## config.mk

```make
export PLATFORM = sky130hd
export DESIGN_NAME = writeback_unit
export DESIGN_NICKNAME = d
export VERILOG_FILES = /design/src/rtl/writeback_unit.sv
export SDC_FILE = /design/constraint.sdc
export NUM_CORES = 2
export LEC_CHECK = 0
export CAP_MARGIN = 40
export CORE_UTILIZATION = 48
export DETAILED_ROUTE_END_ITERATION = 8
export GPL_TIMING_DRIVEN = 0
export PLACE_DENSITY = 0.73
export SLEW_MARGIN = 10
export SYNTH_ARGS = -nofsm -noshare
export SYNTH_HDL_FRONTEND = slang
export SYNTH_SLANG_ARGS = --single-unit
```

## constraint.sdc

```tcl
create_clock -name i_clock -period 44.3 [get_ports i_clock]
set_clock_uncertainty 0.1 [all_clocks]
set_input_delay 4.43 -clock i_clock [delete_from_list [all_inputs] [get_ports i_clock]]
set_output_delay 4.43 -clock i_clock [all_outputs]
set_load 0.02 [all_outputs]
```

## src/rtl/writeback_unit.sv

```systemverilog
// rtl/writeback_unit.sv - MIPS write-back stage: WB mux, 32x32 register file, retire counter, RF dump sequencer
//
// Ports:
//   i_clock, i_reset                    clock, asynchronous active-high reset
//   i_mem_data, i_alu_result            MEM/WB latched write-back candidates
//   i_rf_wr_enb, i_rf_wr_data_src,
//   i_rf_wr_addr, i_valid               MEM/WB latched write control
//   i_rd_addr_a/b, o_rd_data_a/b        ID-stage combinational read ports
//   o_wb_data, o_wb_addr, o_wb_enb      write-back forwarding to EX
//   o_retired_count                     saturating retired-instruction count
//   i_dump_start, i_dump_ready,
//   o_dump_valid/addr/data/busy/done    handshaked register-file dump
//
// Build option: define WB_BYPASS_EN to make reads (and dump data) see a
// same-cycle write to the same register; otherwise reads return the stored value.

module writeback_unit #(
  parameter int NB_ADDR   = 5,
  parameter int NB_DATA   = 2**NB_ADDR,
  parameter int NB_RETIRE = 32
) (
  input  logic                 i_clock,
  input  logic                 i_reset,
  input  logic [NB_DATA-1:0]   i_mem_data,
  input  logic [NB_DATA-1:0]   i_alu_result,
  input  logic                 i_rf_wr_enb,
  input  logic                 i_rf_wr_data_src,
  input  logic [NB_ADDR-1:0]   i_rf_wr_addr,
  input  logic                 i_valid,
  input  logic [NB_ADDR-1:0]   i_rd_addr_a,
  input  logic [NB_ADDR-1:0]   i_rd_addr_b,
  output logic [NB_DATA-1:0]   o_rd_data_a,
  output logic [NB_DATA-1:0]   o_rd_data_b,
  output logic [NB_DATA-1:0]   o_wb_data,
  output logic [NB_ADDR-1:0]   o_wb_addr,
  output logic                 o_wb_enb,
  output logic [NB_RETIRE-1:0] o_retired_count,
  input  logic                 i_dump_start,
  input  logic                 i_dump_ready,
  output logic                 o_dump_valid,
  output logic [NB_ADDR-1:0]   o_dump_addr,
  output logic [NB_DATA-1:0]   o_dump_data,
  output logic                 o_dump_busy,
  output logic                 o_dump_done
);

  localparam int NREG = 2**NB_ADDR;
  localparam logic [NB_ADDR-1:0] LAST_ADDR = {NB_ADDR{1'b1}};

  typedef enum logic [1:0] {IDLE, SEND, DONE} state_t;

  logic [NB_DATA-1:0]   rf_q [NREG];
  logic [NB_RETIRE-1:0] retired_q, retired_d;
  state_t               state_q, state_d;
  logic [NB_ADDR-1:0]   addr_q, addr_d;
  logic                 hit_a, hit_b, hit_dump;

  // Write-back select and forwarding qualifier
  assign o_wb_data = i_rf_wr_data_src ? i_mem_data : i_alu_result;
  assign o_wb_addr = i_rf_wr_addr;
  assign o_wb_enb  = i_valid & i_rf_wr_enb & (i_rf_wr_addr != '0);

  // Register file; r0 is never written because o_wb_enb excludes address 0
  always_ff @(posedge i_clock or posedge i_reset) begin
    if (i_reset) begin
      for (int i = 0; i < NREG; i++) rf_q[i] <= '0;
    end else if (o_wb_enb) begin
      rf_q[i_rf_wr_addr] <= o_wb_data;
    end
  end

`ifdef WB_BYPASS_EN
  // Write-through: a read of the register being written sees the new value
  assign hit_a    = o_wb_enb && (i_rd_addr_a == i_rf_wr_addr);
  assign hit_b    = o_wb_enb && (i_rd_addr_b == i_rf_wr_addr);
  assign hit_dump = o_wb_enb && (addr_q == i_rf_wr_addr);
`else
  assign hit_a    = 1'b0;
  assign hit_b    = 1'b0;
  assign hit_dump = 1'b0;
`endif

  assign o_rd_data_a = (i_rd_addr_a == '0) ? '0 : (hit_a ? o_wb_data : rf_q[i_rd_addr_a]);
  assign o_rd_data_b = (i_rd_addr_b == '0) ? '0 : (hit_b ? o_wb_data : rf_q[i_rd_addr_b]);
  assign o_dump_data = (addr_q == '0) ? '0 : (hit_dump ? o_wb_data : rf_q[addr_q]);

  // Retire counter: every real instruction, saturating at all-ones
  always_comb begin
    retired_d = retired_q;
    if (i_valid && (retired_q != {NB_RETIRE{1'b1}})) retired_d = retired_q + 1'b1;
  end

  always_ff @(posedge i_clock or posedge i_reset) begin
    if (i_reset) retired_q <= '0;
    else         retired_q <= retired_d;
  end

  assign o_retired_count = retired_q;

  // Dump FSM: state register
  always_ff @(posedge i_clock or posedge i_reset) begin
    if (i_reset) begin
      state_q <= IDLE;
      addr_q  <= '0;
    end else begin
      state_q <= state_d;
      addr_q  <= addr_d;
    end
  end

  // Dump FSM: next state
  always_comb begin
    state_d = state_q;
    addr_d  = addr_q;
    case (state_q)
      IDLE: begin
        addr_d = '0;
        if (i_dump_start) state_d = SEND;
      end
      SEND: begin
        if (i_dump_ready) begin
          if (addr_q == LAST_ADDR) begin
            state_d = DONE;
          end else begin
            addr_d = addr_q + 1'b1;
          end
        end
      end
      DONE: begin
        state_d = IDLE;
        addr_d  = '0;
      end
      default: begin
        state_d = IDLE;
        addr_d  = '0;
      end
    endcase
  end

  // Dump FSM: outputs
  always_comb begin
    o_dump_valid = 1'b0;
    o_dump_busy  = 1'b0;
    o_dump_done  = 1'b0;
    case (state_q)
      SEND: begin
        o_dump_valid = 1'b1;
        o_dump_busy  = 1'b1;
      end
      DONE: begin
        o_dump_done = 1'b1;
        o_dump_busy = 1'b1;
      end
      default: ;
    endcase
  end

  assign o_dump_addr = addr_q;

endmodule

```

==> impl_metrics.env <==
export IMPL_via_count=57600
export IMPL_cts_setup_buffers=0
export IMPL_drc=0
export IMPL_hp_start="rf_q[1006]"
export IMPL_cts_htree_levels=3
export IMPL_finalSetupViolCount=0
export IMPL_setup_ws_ns=30.89
export IMPL_initial_core_util=0.487
export IMPL_cp_cell_sequence="buf_2, buf_2, buf_4, nand2_1, clkbuf_1, buf_6, o221ai_1, a221oi_1, nor4_1, clkdlybuf4s50_1"
export IMPL_via_per_inst=7.38
export IMPL_cts_resized=0
export IMPL_fin_hold_ws_ns=0.399
export IMPL_drt_iter0_drc=11300
export IMPL_synth_seq_area_share=0.426
export IMPL_period_needed_ns=13.41
export IMPL_synthArstFlopShare=1.00
export IMPL_area_growth_pct=16.9
export IMPL_core_sq_mm=0.128
export IMPL_synth_edff_count=0
export IMPL_place_gp_congestion=1.08
export IMPL_critical_path_top_delay_family="buffers and inverters"
export IMPL_status="completed"
export IMPL_cp_max_fo=10
export IMPL_avgSynthCellArea_sq_um=11.4
export IMPL_setup_tns_ns=0
export IMPL_critical_path_startpoint_type="input port"
export IMPL_p_per_area_mw_per_mm2=50.1
export IMPL_clkPwrFrac=0.298
export IMPL_rows=131
export IMPL_crit_buf_inv=6
export IMPL_die_w_microns=363
export IMPL_grt_pass1_vias=55200
export IMPL_ir_drop_mv=0.0434
export IMPL_p_int_mw=2.32
export IMPL_r2r_start="o_dump_addr[2]"
export IMPL_post_route_period_util=0.303
export IMPL_fin_cells=7804
export IMPL_worst_pin_slew_ns=1.17
export IMPL_end_kind="output pin"
export IMPL_switching_share=0.364
export IMPL_numPortBuffers=244
export IMPL_slew_violations=0
export IMPL_antenna_found_initial=13
export IMPL_cts_tree="built"
export IMPL_min_path_cells=1
export IMPL_placedCellCount=7551
export IMPL_wl_per_cell_microns=38.7
export IMPL_reg2regPathDepth=10
export IMPL_grt_pass1_wl_microns=419000
export IMPL_nets=6050
export IMPL_dieArea_sq_mm=0.131
export IMPL_synth_seq_cells=1063
export IMPL_critPathMostFrequentCell="buf_2"
export IMPL_power_leakage_nw=29.7
export IMPL_worstSetupStartpoint="i_rd_addr_b[1]"
export IMPL_root_buffer="clkbuf_16"
export IMPL_gr_total_overflow=0
export IMPL_clock_sinks=1063
export IMPL_hold_buffers=0
export IMPL_r2r_slack_ns=40.68
export IMPL_min_to="rf_q[1006]"
export IMPL_clock_latency_ns=0.77
export IMPL_ys_flop_type="dfrtp_1"
export IMPL_slowest_stage="nor4_1"
export IMPL_crit_arrival_ns=8.88
export IMPL_max_freq_ghz=0.0746
export IMPL_cpPeakStageDelay_ns=0.79
export IMPL_syn_nets=5556
export IMPL_postRouteWirelength_microns=302000
export IMPL_path_class="input port to output pin"
export IMPL_switchingPower_mw=1.33
export IMPL_post_place_ws_ns=31.32
export IMPL_grt_max_degree=120
export IMPL_dp_hpwl_microns=225000
export IMPL_rr_endpoint="o_dump_addr[3]"
export IMPL_rsz0062_at_grt="false"
export IMPL_min_delay_path_class="flip-flop to flip-flop"
export IMPL_clk_pin_slew_ns=0.06
export IMPL_synth_cell_types=56
export IMPL_cts_buffers=119
export IMPL_combPwrFrac=0.339
export IMPL_required_ns=39.77
export IMPL_ant_nets=0
export IMPL_slew_headroom=0.217
export IMPL_die_h_microns=363
export IMPL_ioPinCount=260
export IMPL_p_seq_frac=0.363
export IMPL_drtPass1Iterations=9
export IMPL_grt_usage=0.459
export IMPL_syn_area_sq_mm=0.0624
export IMPL_clockBufferDepth=3
export IMPL_syn_inst=5463
export IMPL_synth_warnings=0
export IMPL_maxCapViolCount=0
export IMPL_hold_viol=0
export IMPL_drive_gt1_frac=0.225
## placed cells by master, fill, tap and decap left out, drive strengths merged, types with 104 or more instances in the layout
master,Yosys,final
nor2,747,747
clkdlybuf4s50,0,244
a21oi,773,773
mux2i,187,187
buf,215,342
mux2,104,104
o21ai,293,293
nand2,333,333
dfrtp,1063,1063
mux4,707,707
clkbuf,408,588
## stage by stage
step | cell area (sq um) | utilization | power [mW]
after global routing | 72900 | 0.568 | 3.72
after CTS | 72700 | 0.567 | 3.58
final | 72900 | 0.569 | 3.65
after floorplan | 62400 | - | 2.05
after global placement | 67000 | 0.523 | 2.46
after detailed placement | 68500 | 0.534 | 2.51
## sequential cells by signal, summed over array words and instances, names as in the netlist
register	flops
rf_q	1024
o_retired_count	32
o_dump_addr	5
state_q	2
## synthesized netlist by cell type, types with 7 or more instances
cell type / instances / area (sq um)
a22o_1: 33 / 289
a31oi_1: 40 / 250
a211o_1: 35 / 307
mux2i_1: 187 / 1870
xnor2_1: 20 / 175
a211oi_1: 51 / 383
mux2_2: 104 / 1170
nand2_1: 333 / 1250
clkbuf_1: 408 / 1530
o221ai_1: 57 / 499
nand3_1: 17 / 85.1
a221oi_1: 64 / 561
nor2_1: 741 / 2780
o22ai_1: 51 / 319
mux4_2: 707 / 15900
nand4_1: 13 / 81.3
dfrtp_1: 1063 / 26600
nor2b_1: 31 / 194
buf_1: 24 / 90.1
o21ai_0: 293 / 1470
ha_1: 7 / 87.6
a21oi_1: 773 / 3870
nand2b_1: 12 / 75.1
a22oi_1: 64 / 480
and2_1: 7 / 43.8
buf_2: 144 / 721
inv_1: 38 / 143
xor2_1: 11 / 96.3
buf_4: 41 / 308
nor4_1: 11 / 68.8
nor3_1: 21 / 105
## logic make-up after synthesis
group,after synthesis,synth area share
xor gates and xnor gates,31,0.00435
and+or+nand+nor,1226,0.0806
muxes,998,0.304
buffers and inverters,662,0.0459
AOI/OAI and AO/OA,1476,0.137
adders and majority gates,7,0.00140
DFF,1063,0.426
## how the worst max path moves through the flow
stage / end / slack (ns) / cells past startpoint
2_1_floorplan: o_dump_addr[0] / 9.85 / 1
3_3_place_gp: rf_q[248] / -2.80 / 2
3_5_place_dp: o_rd_data_b[13] / 31.32 / 8
4_1_cts: o_rd_data_b[13] / 31.31 / 8
5_1_grt: o_rd_data_a[29] / 31.07 / 9
6_report: o_rd_data_b[29] / 30.89 / 10
## power by group through the flow
stage / Combinational [mW] / Clock (mW) / Sequential, mW
after global routing: 1.27 / 1.11 / 1.34
after detailed placement: 1.18 / 0 / 1.33
after global placement: 1.15 / 0 / 1.31
after floorplan: 0.772 / 0 / 1.28
after CTS: 1.19 / 1.08 / 1.31
final: 1.24 / 1.09 / 1.32
## layout make-up
class	count	area, sq um
fill	10900	55300
multi-input combinational	3738	33000
tap	1729	2160
timing repair buffer	373	4040
clock buffer	178	3590
clock inverter	45	634
inverter	39	154
sequential	1063	26600
buffer	623	2730
antenna	16	40.0
## routing by layer
layer  routed length [microns]  vias to the layer above  global-route usage
met5                        83                        -             0.00259
met1                     99100                    28900               0.569
li1                          -                    21600                   -
met3                     52600                     1300               0.218
met2                    121000                     5861               0.614
met4                     29600                       12               0.352
No activity file was read; power rests on OpenSTA's default activity.
